--- src/rtl/video_timing_gen_if.sv ---
// Raster timing bundle: realign request in, position and sync/status out.
interface video_timing_gen_if;
  logic        vreset;
  logic [11:0] hcnt;
  logic [9:0]  vcnt;
  logic        hs;
  logic        vs;
  logic        de;
  logic        sof;
  logic        locked;
  logic [7:0]  resync_cnt;

  modport master (
    input  vreset,
    output hcnt, vcnt, hs, vs, de, sof, locked, resync_cnt
  );

  modport slave (
    output vreset,
    input  hcnt, vcnt, hs, vs, de, sof, locked, resync_cnt
  );
endinterface

--- src/rtl/video_timing_gen.sv ---
// Raster timing generator with analyzer-driven realign and phase-error counting.
// state       | meaning
// ST_UNLOCKED | no vreset rising edge seen since reset
// ST_LOCKED   | at least one vreset rising edge accepted
module video_timing_gen #(
  parameter int H_ACTIVE = 720,
  parameter int H_FP     = 12,
  parameter int H_SYNC   = 64,
  parameter int H_BP     = 68,
  parameter int V_ACTIVE = 576,
  parameter int V_FP     = 5,
  parameter int V_SYNC   = 5,
  parameter int V_BP     = 39
) (
  input  logic               clk,
  input  logic               reset,
  video_timing_gen_if.master vif
);

  localparam int H_TOTAL = H_ACTIVE + H_FP + H_SYNC + H_BP;
  localparam int V_TOTAL = V_ACTIVE + V_FP + V_SYNC + V_BP;

  localparam logic [11:0] H_LAST   = 12'(H_TOTAL - 1);
  localparam logic [11:0] H_ACT    = 12'(H_ACTIVE);
  localparam logic [11:0] HS_START = 12'(H_ACTIVE + H_FP);
  localparam logic [11:0] HS_END   = 12'(H_ACTIVE + H_FP + H_SYNC - 1);
  localparam logic [9:0]  V_LAST   = 10'(V_TOTAL - 1);
  localparam logic [9:0]  V_ACT    = 10'(V_ACTIVE);
  localparam logic [9:0]  VS_START = 10'(V_ACTIVE + V_FP);
  localparam logic [9:0]  VS_END   = 10'(V_ACTIVE + V_FP + V_SYNC - 1);

  typedef enum logic [0:0] {ST_UNLOCKED, ST_LOCKED} lock_state_t;

  lock_state_t r_state;
  lock_state_t w_state_next;

  logic [11:0] r_hcnt;
  logic [9:0]  r_vcnt;
  logic        r_hs;
  logic        r_vs;
  logic        r_de;
  logic        r_sof;
  logic [7:0]  r_resync_cnt;
  logic        r_vreset_d;

  logic [11:0] w_hnext;
  logic [9:0]  w_vnext;
  logic        w_rise;
  logic        w_in_phase;

  assign w_rise     = vif.vreset & ~r_vreset_d;
  assign w_in_phase = (r_hcnt == H_LAST) && (r_vcnt == V_LAST);

  // vreset forces the next position to the first active pixel every cycle it is high
  always_comb begin
    w_hnext = r_hcnt + 12'd1;
    w_vnext = r_vcnt;
    if (vif.vreset) begin
      w_hnext = '0;
      w_vnext = '0;
    end else if (r_hcnt == H_LAST) begin
      w_hnext = '0;
      w_vnext = (r_vcnt == V_LAST) ? '0 : r_vcnt + 10'd1;
    end
  end

  always_comb begin
    w_state_next = r_state;
    case (r_state)
      ST_UNLOCKED: if (w_rise) w_state_next = ST_LOCKED;
      ST_LOCKED:   w_state_next = ST_LOCKED;
      default:     w_state_next = ST_UNLOCKED;
    endcase
  end

  always_ff @(posedge clk) begin
    if (reset) begin
      r_state <= ST_UNLOCKED;
    end else begin
      r_state <= w_state_next;
    end
  end

  // Decodes use the next position so flags line up with the counters they describe
  always_ff @(posedge clk) begin
    if (reset) begin
      r_hcnt       <= H_LAST;
      r_vcnt       <= V_LAST;
      r_hs         <= 1'b1;
      r_vs         <= 1'b1;
      r_de         <= 1'b0;
      r_sof        <= 1'b0;
      r_resync_cnt <= '0;
      r_vreset_d   <= 1'b0;
    end else begin
      r_hcnt     <= w_hnext;
      r_vcnt     <= w_vnext;
      r_hs       <= !((w_hnext >= HS_START) && (w_hnext <= HS_END));
      r_vs       <= !((w_vnext >= VS_START) && (w_vnext <= VS_END));
      r_de       <= (w_hnext < H_ACT) && (w_vnext < V_ACT);
      r_sof      <= (w_hnext == 12'd0) && (w_vnext == 10'd0);
      r_vreset_d <= vif.vreset;
      if (w_rise && !w_in_phase && (r_resync_cnt != 8'hFF)) begin
        r_resync_cnt <= r_resync_cnt + 8'd1;
      end
    end
  end

  assign vif.hcnt       = r_hcnt;
  assign vif.vcnt       = r_vcnt;
  assign vif.hs         = r_hs;
  assign vif.vs         = r_vs;
  assign vif.de         = r_de;
  assign vif.sof        = r_sof;
  assign vif.locked     = (r_state == ST_LOCKED);
  assign vif.resync_cnt = r_resync_cnt;

endmodule

--- src/flat_wrapper.sv ---
// flat-port wrapper written by rule: the top's interface ports become plain ports
module video_timing_gen_flat 
#(
  parameter int H_ACTIVE = 720,
  parameter int H_FP     = 12,
  parameter int H_SYNC   = 64,
  parameter int H_BP     = 68,
  parameter int V_ACTIVE = 576,
  parameter int V_FP     = 5,
  parameter int V_SYNC   = 5,
  parameter int V_BP     = 39
)
  (clk, reset, vif_vreset, vif_hcnt, vif_vcnt, vif_hs, vif_vs, vif_de, vif_sof, vif_locked, vif_resync_cnt);
  video_timing_gen_if vif_i ();
  input  logic clk;
  input  logic reset;
  input wire logic [$bits(vif_i.vreset)-1:0] vif_vreset;
  output wire logic [$bits(vif_i.hcnt)-1:0] vif_hcnt;
  output wire logic [$bits(vif_i.vcnt)-1:0] vif_vcnt;
  output wire logic [$bits(vif_i.hs)-1:0] vif_hs;
  output wire logic [$bits(vif_i.vs)-1:0] vif_vs;
  output wire logic [$bits(vif_i.de)-1:0] vif_de;
  output wire logic [$bits(vif_i.sof)-1:0] vif_sof;
  output wire logic [$bits(vif_i.locked)-1:0] vif_locked;
  output wire logic [$bits(vif_i.resync_cnt)-1:0] vif_resync_cnt;
  assign vif_i.vreset = vif_vreset;
  assign vif_hcnt = vif_i.hcnt;
  assign vif_vcnt = vif_i.vcnt;
  assign vif_hs = vif_i.hs;
  assign vif_vs = vif_i.vs;
  assign vif_de = vif_i.de;
  assign vif_sof = vif_i.sof;
  assign vif_locked = vif_i.locked;
  assign vif_resync_cnt = vif_i.resync_cnt;
  video_timing_gen #(.H_ACTIVE(H_ACTIVE), .H_FP(H_FP), .H_SYNC(H_SYNC), .H_BP(H_BP), .V_ACTIVE(V_ACTIVE), .V_FP(V_FP), .V_SYNC(V_SYNC), .V_BP(V_BP)) u_core (.clk(clk), .reset(reset), .vif(vif_i));
endmodule
--- config.mk ---
export PLATFORM = sky130hd
export DESIGN_NAME = video_timing_gen_flat
export DESIGN_NICKNAME = d
export VERILOG_FILES = /design/src/rtl/video_timing_gen_if.sv /design/src/rtl/video_timing_gen.sv /design/src/flat_wrapper.sv
export SDC_FILE = /design/constraint.sdc
export NUM_CORES = 1
export LEC_CHECK = 0
export ABC_AREA = 1
export BUFFER_PORTS_ARGS = -buffer_cell sky130_fd_sc_hd__buf_2
export CAP_MARGIN = 20
export CORE_ASPECT_RATIO = 1.1
export CORE_MARGIN = 2
export CORE_UTILIZATION = 35
export CTS_BUF_LIST = sky130_fd_sc_hd__clkbuf_16
export DETAILED_ROUTE_END_ITERATION = 8
export PLACE_DENSITY = 0.62
export REMOVE_ABC_BUFFERS = 1
export SLEW_MARGIN = 20
export SYNTH_ARGS = -nofsm -noshare
export SYNTH_HDL_FRONTEND = slang
export SYNTH_SLANG_ARGS = --single-unit
--- constraint.sdc ---
create_clock -name clk -period 2.97 [get_ports clk]
set_clock_uncertainty 0.05 [all_clocks]
set_input_delay 0.594 -clock clk [delete_from_list [all_inputs] [get_ports clk]]
set_output_delay 0.594 -clock clk [all_outputs]
set_load 0.01 [all_outputs]
==> out/metrics.cfg, run 1 <==
[outcome]
status=completed

[critical_path]
r2r_end=u_core.vif.vs
cp-start-kind=register
crit_path_top_delay_cell=dfxtp_1
r2r-start=u_core.vif.hcnt[0]
crit_path_end_kind=register
r2r_setup_slack_ns=0.96
arrival_ns=2.13
ff2ff_path_depth=12
worst-setup-path-type=register to register
crit_top_cell=nand3_1
worstPathCellList=ha_1, nand2_2, nor2_1, nand3_2, inv_1, nand2_1, nand3_1, inv_1, nand2_1, nand3_1, nor2_1, nand3_1
path_max_fanout=8
cp_slowest_stage_delay_ns=0.36
cp.required_ns=3.09

[timing]
drv_slew=0
setup_violations=0
rsz0062_at_grt=no
fmax_ghz=0.498
hold_violations=0
relSlewSlack_pct=55.0
finalSetupTns_ns=0
min_period_ns=2.01
period_share_pct=67.7
worst_pin_slew_ns=0.674

[worst_hold_path]
worstHoldStart=u_core.vif.resync_cnt[4]
worstHoldEndpoint=u_core.vif.resync_cnt[4]
min_path_type=register to register
whs_path_depth=2

[synth]
syn_area_um2=2210
synthSimpleGateAreaFrac_pct=46.6
synth_edf_count=0
ys.flop_type=dfxtp_1
synth-adder-area-share_pct=2.27
syn-instance-count=357
synth_area_leader_cell=dfxtp_1
synth_top_family_by_area=simple AND/OR/NAND/NOR gates
synth-xor-area-share_pct=1.99
muxShareOfSynthArea_pct=0
avgSynthCellArea_um2=6.18
synth_seq_cells=36
ys_seq_area_share_pct=32.7
synthTopCellsByArea=dfxtp_1, nand2_1, inv_1
synth_warnings=0
synth_compound_area_share_pct=5.45
async_flop_share_pct=0
synthDistinctLibCells=31
synth_top_area_share_pct=32.7

[finish]
drive_gt1_share_pct=16.5
area_delta_synth_final_pct=20.5
postLayoutCoreUtil_pct=43.4
final_common_cell=nand2_1
finish.net_count=407
n_antenna_cell=0
final_cell_mix=nand2_1, inv_1, nor2_1

[floorplan]
die_y_um=87.3
num_rows=30
die_area_um2=6950
start_util_pct=36.1
boundaryPins=38
fp.coreArea_um2=6120
die_w_um=79.7

[drt]
drt_iter0_markers=148
postRouteAntennaNets=0
viasPerCell=4.66
dr.pass1.iters=4
wl_per_cell_um=11.6
via_count=2243
routed_wl_um=5560
drc=0

[global_routing]
grt.total_usage_pct=17.3
antenna_found_initial=0
grt_max_degree=17
overflow=0
grt_pass1_vias=2098
grt_pass1_wl_um=9360

[pwr]
switchingPower_uw=354
power_density_nw_per_um2=497
cellLeakagePower_nw=1.44
pwr-share-clk_pct=44.6
pwr-share-seq_pct=40.0
pwr-share-comb_pct=15.4
p_int_uw=965
peakVddDrop_uv=341
power.total_mw=1.32
swShare_pct=26.9

[clock_network]
clockBufferDepth=2
cts_tree=yes
cts_num_sinks=36
hold_buffers=0
cts_resized=0
cts_setup_buffers=0
insertion_delay_ns=0.28
clock_tree.htree_level_count=2
cts_root_buf=clkbuf_16
path_clk_slew_ns=0.06
cts_buffers=5

[placement]
hpwl_um=4310
place_congestion=0.922
port_buffers=37

[job]
drv_cap=0

-- worst max-delay path by stage --
stage                          end  slack [ns]  cells past startpoint          startpoint
finish               u_core.vif.vs        0.96                     12  u_core.vif.hcnt[0]
global route        u_core.vif.sof        0.73                     11  u_core.vif.hcnt[0]
CTS                  u_core.vif.vs        0.95                     12  u_core.vif.hcnt[0]
detailed placement   u_core.vif.hs        0.67                      7          vif_vreset
global placement     u_core.vif.hs        0.78                      7          vif_vreset
floorplan            u_core.vif.vs        1.17                     12  u_core.vif.hcnt[0]
-- critical path: cells and delay by family, from the launching register on --
kind | cells | cell delay [ns]
simple gates | 9 | 1.04
flops | 1 | 0.36
buf+inv | 2 | 0.23
fa+ha+maj | 1 | 0.21
-- cell families after synthesis --
| logic type | Yosys count |
|---|---|
| AND/OR/NAND/NOR | 225 |
| XOR/XNOR | 5 |
| flip-flops | 36 |
| buffers and inverters | 64 |
| adder cells (fa/ha/maj) | 4 |
| AO/OA/AOI/OAI | 23 |
-- power by group through the flow --
stage | sequential [mW] | clock [mW] | combinational (mW)
after floorplan | 0.544 | 0 | 0.135
after global placement | 0.538 | 0 | 0.204
after detailed placement | 0.538 | 0 | 0.204
after CTS | 0.528 | 0.600 | 0.206
after global routing | 0.531 | 0.627 | 0.233
final | 0.528 | 0.589 | 0.203
-- flip-flops by register name, indices dropped and copies added, names as in the netlist --
name                   count
u_core.vif.locked          1
u_core.vif.vcnt           10
u_core.vif.resync_cnt      8
u_core.vif.sof             1
u_core.vif.de              1
u_core.r_vreset_d          1
u_core.vif.hcnt           12
u_core.vif.hs              1
u_core.vif.vs              1
-- cells in the mapped netlist, types with 3 or more instances --
| cell type | instances |
|---|---|
| nand2_1 | 109 |
| inv_1 | 56 |
| nor2_1 | 50 |
| dfxtp_1 | 36 |
| nand3_1 | 28 |
| a21oi_1 | 10 |
| nand4_1 | 10 |
| o21ai_0 | 9 |
| nor3_1 | 7 |
| nand3_2 | 5 |
| ha_1 | 4 |
| nor2_2 | 4 |
| xor2_1 | 4 |
| clkbuf_1 | 3 |
| nand2_2 | 3 |
-- routing by layer --
| metal | share of wire (%) | track usage, % | vias to the layer above |
|---|---|---|---|
| li1 | - | - | 1200 |
| met5 | 0 | 0 | - |
| met2 | 47 | 29.2 | 54 |
| met1 | 48 | 22.4 | 985 |
| met3 | 3.8 | 3.22 | 4 |
| met4 | 1.1 | 5.64 | 0 |
-- final cells by class --
cell class	instances	area (um2)
clock buffers	5	125
flip-flops and latches	36	721
well taps	80	100
fillers	657	3460
repair buffers	39	200
clock inverters	3	37.5
multi-input cells	257	1240
inverters	61	231
-- through the flow --
step                hold WS, ns  cell area, um2  setup WS, ns  cells
global placement          0.394            2490         0.782    473
CTS                       0.412            2660         0.954    481
floorplan                 0.431            2190          1.17    354
finish                    0.411            2660         0.961    481
detailed placement        0.402            2490         0.673    473
global route              0.428            2660         0.731    481
No activity file was read; power rests on OpenSTA's default activity.
==> inputs of run 2 (changes only) <==
--- a/config.mk
+++ b/config.mk
@@ -13,7 +13,7 @@
 export CORE_UTILIZATION = 35
 export CTS_BUF_LIST = sky130_fd_sc_hd__clkbuf_16
 export DETAILED_ROUTE_END_ITERATION = 8
-export PLACE_DENSITY = 0.62
+export PLACE_DENSITY = 0.64
 export REMOVE_ABC_BUFFERS = 1
 export SLEW_MARGIN = 20
 export SYNTH_ARGS = -nofsm -noshare
==> constraint.sdc (replaced) <==
create_clock -name clk -period 1.8 [get_ports clk]
set_clock_uncertainty 0.05 [all_clocks]
set_input_delay 0.36 -clock clk [delete_from_list [all_inputs] [get_ports clk]]
set_output_delay 0.36 -clock clk [all_outputs]
set_load 0.01 [all_outputs]
==> run 2 against run 1 <==
The flow now finishes with violations (negative setup slack). Flip-flop and latch count unchanged. Sequential share of layout area down 3.2 points. First-iteration DRC count up 5.4%. Non-clock buffer count up 29.
==> out/metrics.cfg, run 2 (synthesized netlist as in run 1, its figures left out) <==
[outcome]
status=complete, but fails checks
violations=negative setup slack

[floorplan]
fp.coreArea_um2=6120  ; unchanged
num_rows=30  ; unchanged
start_util_pct=36.1  ; unchanged
die_w_um=79.7  ; unchanged
die_area_um2=6950  ; unchanged
die_y_um=87.3  ; unchanged
boundaryPins=38  ; unchanged

[finish]
largest_register_ffs=12  ; unchanged
layoutNonFillerInstCount=510  ; +6.0%
postLayoutCoreUtil_pct=49.8  ; +6.3 points
finish.net_count=436  ; +7.1%
stdcell_area_um2=3050  ; +15%
final_cell_mix=nand2_1, inv_1, nor2_1
final_common_cell=nand2_1
n_antenna_cell=0  ; unchanged
drive_gt1_share_pct=30.0  ; +14 points
area_delta_synth_final_pct=38.1

[critical_path]
cp-start-kind=register
arrival_ns=1.94  ; -0.19 ns
cp_slowest_stage_delay_ns=0.35  ; about the same
crit_top_cell=nand2_4
worstPathCellList=ha_4, nand2_4, nor2_8, nand2_4, nor2_4, buf_12, nand3_2, nand2_2, nand2_4, nor2_4, nand3_2, nor2_2, nand3_1
crit_path_end_kind=register
crit_path_top_delay_cell=dfxtp_2
cp_num_buf_inv=1  ; -1
path_max_fanout=7  ; -1
r2r_end=u_core.vif.vs
worst-setup-path-type=register to register
critPathTopFamily=simple AND/OR/NAND/NOR gates
r2r-start=u_core.vif.hcnt[0]
cp.required_ns=1.92  ; -1.17 ns
r2r_setup_slack_ns=-0.02  ; -0.98 ns
cp.depth=13  ; +1
ff2ff_path_depth=13  ; +1

[timing]
period_share_pct=101  ; +34 points
min_period_ns=1.82  ; -0.186 ns
setup_violations=1  ; +1
setup_ws_ns=-0.0231  ; -0.984 ns
fmax_ghz=0.549  ; +10%
hold_violations=0  ; unchanged
finalSetupTns_ns=-0.0231  ; -0.0231 ns
rsz0062_at_grt=yes
hold_ws_ns=0.263  ; -0.147 ns
drv_slew=0  ; unchanged
worst_pin_slew_ns=0.481  ; -0.193 ns
relSlewSlack_pct=67.7  ; +13 points

[placement]
place_congestion=0.893  ; -3.2%
dpl_cell_area_um2=2680  ; +7.5%
port_buffers=37  ; unchanged
dp_worst_setup_slack_ns=-0.135  ; -0.807 ns
hpwl_um=4730  ; +9.7%
post-place-cells=498  ; +5.3%

[global_routing]
grt_use_met2_pct=33.3  ; +4.1 points
antenna_found_initial=0  ; unchanged
top_usage_layer=met2
grt_pass1_vias=2389  ; +14%
overflow=0  ; unchanged
grtUsageMet1_pct=25.0  ; +2.6 points
grt.total_usage_pct=19.6  ; +2.2 points
gr-usage-met3_pct=3.53  ; +0.31 points
grt_pass1_wl_um=10800  ; +15%
grt_max_degree=15  ; -2

[clock_network]
cts_root_buf=clkbuf_16
clockBufferDepth=2  ; unchanged
clock_tree.htree_level_count=2  ; unchanged
cts_num_sinks=36  ; unchanged
path_clk_slew_ns=0.06  ; about the same
cts_buffers=5  ; unchanged
cts_tree=yes
insertion_delay_ns=0.28  ; about the same

[worst_hold_path]
worstHoldEndpoint=u_core.vif.vcnt[8]
whs_path_depth=2  ; unchanged
worstHoldStart=vif_vreset
min_path_type=input pin to register

[pwr]
cellLeakagePower_nw=1.59  ; +10%
peakVddDrop_uv=404  ; +18%
power_density_nw_per_um2=704  ; +42%
power.total_mw=2.15  ; +63%

[drt]
dr.pass1.iters=4  ; unchanged
drc=0  ; unchanged
postRouteAntennaNets=0  ; unchanged
routed_wl_um=6270  ; +13%
wl_per_cell_um=12.3  ; +6.3%
via_count=2439  ; +8.7%
viasPerCell=4.78  ; +2.6%
drt_iter0_markers=156  ; +5.4%

[job]
drv_cap=0  ; unchanged

run 2: worst max path at each step:
| stage | from | slack [ns] | to |
|---|---|---|---|
| 2_1_floorplan | u_core.vif.hcnt[0] | -0.001 | u_core.vif.vs |
| 3_3_place_gp | u_core.vif.hcnt[0] | -0.11 | u_core.vif.sof |
| 3_5_place_dp | u_core.vif.hcnt[1] | -0.13 | u_core.vif.sof |
| 4_1_cts | u_core.vif.hcnt[1] | -0.02 | u_core.vif.sof |
| 5_1_grt | u_core.vif.hcnt[0] | -0.15 | u_core.vif.vs |
| 6_report | u_core.vif.hcnt[0] | -0.02 | u_core.vif.vs |
run 2: metal layers:
layer | share of wire, % | wire (um)
met1 | 45 | 2830
met2 | 48 | 3040
met3 | 5.1 | 317
met4 | 1.2 | 77
met5 | 0 | 0
run 2: layout make-up:
cell class / count / area (um2)
clock buffers: 5 / 125
flip-flops and latches: 36 / 728
well taps: 80 / 100
multi-input cells: 257 / 1410
clock inverters: 3 / 13.8
repair buffers: 68 / 434
inverters: 61 / 236
fillers: 634 / 3070
run 2: power by group:
| group | switching [mW] | internal, mW | leakage, nW |
|---|---|---|---|
| Clock | 0.338 | 0.503 | 0.0710 |
| Sequential | 0.0353 | 0.836 | 0.297 |
| Combinational | 0.258 | 0.175 | 1.22 |
run 2: repair_timing:
action | in CTS | in global routing
hold buffers | 0 | 0
setup endpoints to repair | 5 | 12
gates resized for setup | 16 | 31
setup buffers | 3 | 1
hold endpoints to repair | 0 | 0
pin swaps | 7 | 18
==> inputs of run 3 (changes only) <==
--- a/config.mk
+++ b/config.mk
@@ -15,6 +15,7 @@
 export DETAILED_ROUTE_END_ITERATION = 8
 export PLACE_DENSITY = 0.64
 export REMOVE_ABC_BUFFERS = 1
+export SETUP_SLACK_MARGIN = 0.2
 export SLEW_MARGIN = 20
 export SYNTH_ARGS = -nofsm -noshare
 export SYNTH_HDL_FRONTEND = slang
==> run 3 against run 2 <==
The flow still finishes with violations (negative setup slack). First-iteration DRC count rose by 12%. Setup slack improved by 0.0074 ns. Power rose by 1.3%. Maximum frequency rose by 0.41%. Highest routed layer unchanged.
==> out/metrics.cfg, run 3 (synthesized netlist as in run 1, its figures left out) <==
[drt]
routed_wl_um=6310  ; +0.65%
wl_per_cell_um=12.2  ; -0.32%
drc=0  ; unchanged
viasPerCell=4.75  ; -0.61%
drt_iter0_markers=174  ; +12%
dr.pass1.iters=4  ; unchanged
via_count=2448  ; +0.37%
postRouteAntennaNets=0  ; unchanged

[clock_network]
path_clk_slew_ns=0.06  ; about the same
cts_buffers=5  ; unchanged
cts_num_sinks=36  ; unchanged
clockBufferDepth=2  ; unchanged
insertion_delay_ns=0.28  ; about the same
cts_tree=yes
clock_tree.htree_level_count=2  ; unchanged
hold_buffers=0  ; unchanged
cts_root_buf=clkbuf_16

[timing]
hold_violations=0  ; unchanged
period_share_pct=101  ; -0.41 points
hold_ws_ns=0.258  ; -0.00483 ns
min_period_ns=1.82  ; -0.00741 ns
worst_pin_slew_ns=0.413  ; -0.0684 ns
setup_ws_ns=-0.0157  ; +0.00741 ns
drv_slew=0  ; unchanged
fmax_ghz=0.551  ; +0.41%
rsz0062_at_grt=yes
setup_violations=1  ; unchanged
relSlewSlack_pct=72.3  ; +4.7 points
finalSetupTns_ns=-0.0157  ; +0.00741 ns

[global_routing]
top_usage_layer=met2
grt.total_usage_pct=19.7  ; +0.15 points
overflow=0  ; unchanged
grtUsageMet1_pct=25.3  ; +0.32 points
gr-usage-met3_pct=2.49  ; -1.0 points
grt_max_degree=15  ; unchanged
antenna_found_initial=0  ; unchanged
grt_use_met2_pct=34.0  ; +0.69 points
grt_pass1_wl_um=10900  ; +1.2%
grt_pass1_vias=2399  ; +0.42%

[finish]
multi_input_area_um2=1490  ; +5.6%
n_antenna_cell=0  ; unchanged
final_cell_mix=nand2_1, inv_1, nor2_1
area_delta_synth_final_pct=44.1
stdcell_area_um2=3180  ; +4.4%
finish.net_count=441  ; +1.1%
largest_register_ffs=12  ; unchanged
final-seq-area_um2=732  ; +0.52%
drive_gt1_share_pct=35.9  ; +5.9 points
final_common_cell=nand2_1
nFillCells=607  ; -4.3%

[critical_path]
worstSetupStartpoint=u_core.vif.hcnt[0]
path_max_fanout=7  ; unchanged
r2r_end=u_core.vif.vs
arrival_ns=1.93  ; about the same
crit_top_cell=nand2_4
crit_path_top_delay_cell=dfxtp_2
cp_num_buf_inv=1  ; unchanged
critPathTopFamily=simple AND/OR/NAND/NOR gates
r2r-start=u_core.vif.hcnt[0]
r2r_setup_slack_ns=-0.02  ; about the same
endpoint=u_core.vif.vs
crit_path_end_kind=register
worstPathCellList=ha_4, nand2_4, nor2_8, nand2_4, nor2_4, buf_12, nand3_2, nand2_2, nand2_4, nor2_4, nand3_2, nor2_2, nand3_1
cp.required_ns=1.92  ; about the same
cp_slowest_stage_delay_ns=0.35  ; about the same
cp.depth=13  ; unchanged
cp-start-kind=register
worst-setup-path-type=register to register
ff2ff_path_depth=13  ; unchanged

[outcome]
violations=negative setup slack
status=complete, but fails checks

[placement]
port_buffers=37  ; unchanged
dp_worst_setup_slack_ns=-0.135  ; unchanged
place_congestion=0.893  ; unchanged
dpl_cell_area_um2=2680  ; unchanged
hpwl_um=4730  ; unchanged

[pwr]
pwr-share-clk_pct=38.8  ; -0.4 points
power_density_nw_per_um2=684  ; -2.9%
p_int_mw=1.53  ; +0.78%
cellLeakagePower_nw=1.63  ; +2.7%
swShare_pct=29.8  ; +0.37 points
pwr-share-comb_pct=21.1  ; +0.9 points
peakVddDrop_uv=406  ; +0.47%
pwr-share-seq_pct=40.1  ; -0.5 points
switchingPower_uw=648  ; +2.6%

[floorplan]
die_area_um2=6950  ; unchanged
num_rows=30  ; unchanged
fp.coreArea_um2=6120  ; unchanged
boundaryPins=38  ; unchanged
die_y_um=87.3  ; unchanged
die_w_um=79.7  ; unchanged
start_util_pct=36.1  ; unchanged

[job]
drv_cap=0  ; unchanged

[worst_hold_path]
min_path_type=input pin to register

## run 3: cell types whose count changed in the layout (fill, tap and decap cells not counted), sizes merged
cell	delta
clkinv	-1
buf	+5
inv	+1
## run 3: power groups by stage
stage	registers (mW)	clock network (mW)	logic (mW)
2_1_floorplan	0.898	0	0.222
3_3_place_gp	0.882	0	0.392
3_5_place_dp	0.883	0	0.394
4_1_cts	0.870	0.859	0.423
5_1_grt	0.876	0.900	0.512
6_report	0.871	0.844	0.458
## run 3: worst min path at each step
stage / start / endpoint / depth (start not counted) / slack (ns)
6_report: vif_vreset / u_core.vif.vcnt[8] / 2 / 0.26
5_1_grt: vif_vreset / u_core.vif.vcnt[8] / 2 / 0.28
4_1_cts: vif_vreset / u_core.vif.vcnt[8] / 2 / 0.26
3_5_place_dp: u_core.vif.resync_cnt[4] / u_core.vif.resync_cnt[4] / 2 / 0.40
3_3_place_gp: u_core.vif.resync_cnt[4] / u_core.vif.resync_cnt[4] / 2 / 0.39
2_1_floorplan: reset / u_core.vif.resync_cnt[7] / 1 / 0.38
## run 3: per-stage QoR
| stage | power (mW) | cells | utilization (%) |
|---|---|---|---|
| after floorplan | 1.12 | 354 | - |
| after global placement | 1.27 | 498 | 43.8 |
| after detailed placement | 1.28 | 498 | 43.8 |
| after CTS | 2.15 | 512 | 49.2 |
| after global routing | 2.29 | 515 | 51.9 |
| final | 2.17 | 515 | 51.9 |
## run 3: layer usage
metal	wire (um)	vias up
li1	-	1262
met1	2870	1120
met2	3120	57
met3	241	9
met4	70	0
met5	0	-
## run 3: cell type report
type	count	share of cell area, %
Sequential cell	36	23.0
Clock buffer	5	3.94
Inverter	61	7.60
Tap cell	80	3.15
Timing Repair Buffer	73	15.1
Multi-Input combinational cell	257	46.8
Clock inverter	3	0.433
## run 3: repair_timing
item / in CTS / in global routing
gates cloned: 0 / 0
pin swaps: 10 / 22
resized for setup: 32 / 49
buffers inserted: 6 / 3
endpoints found under the setup margin: 22 / 24
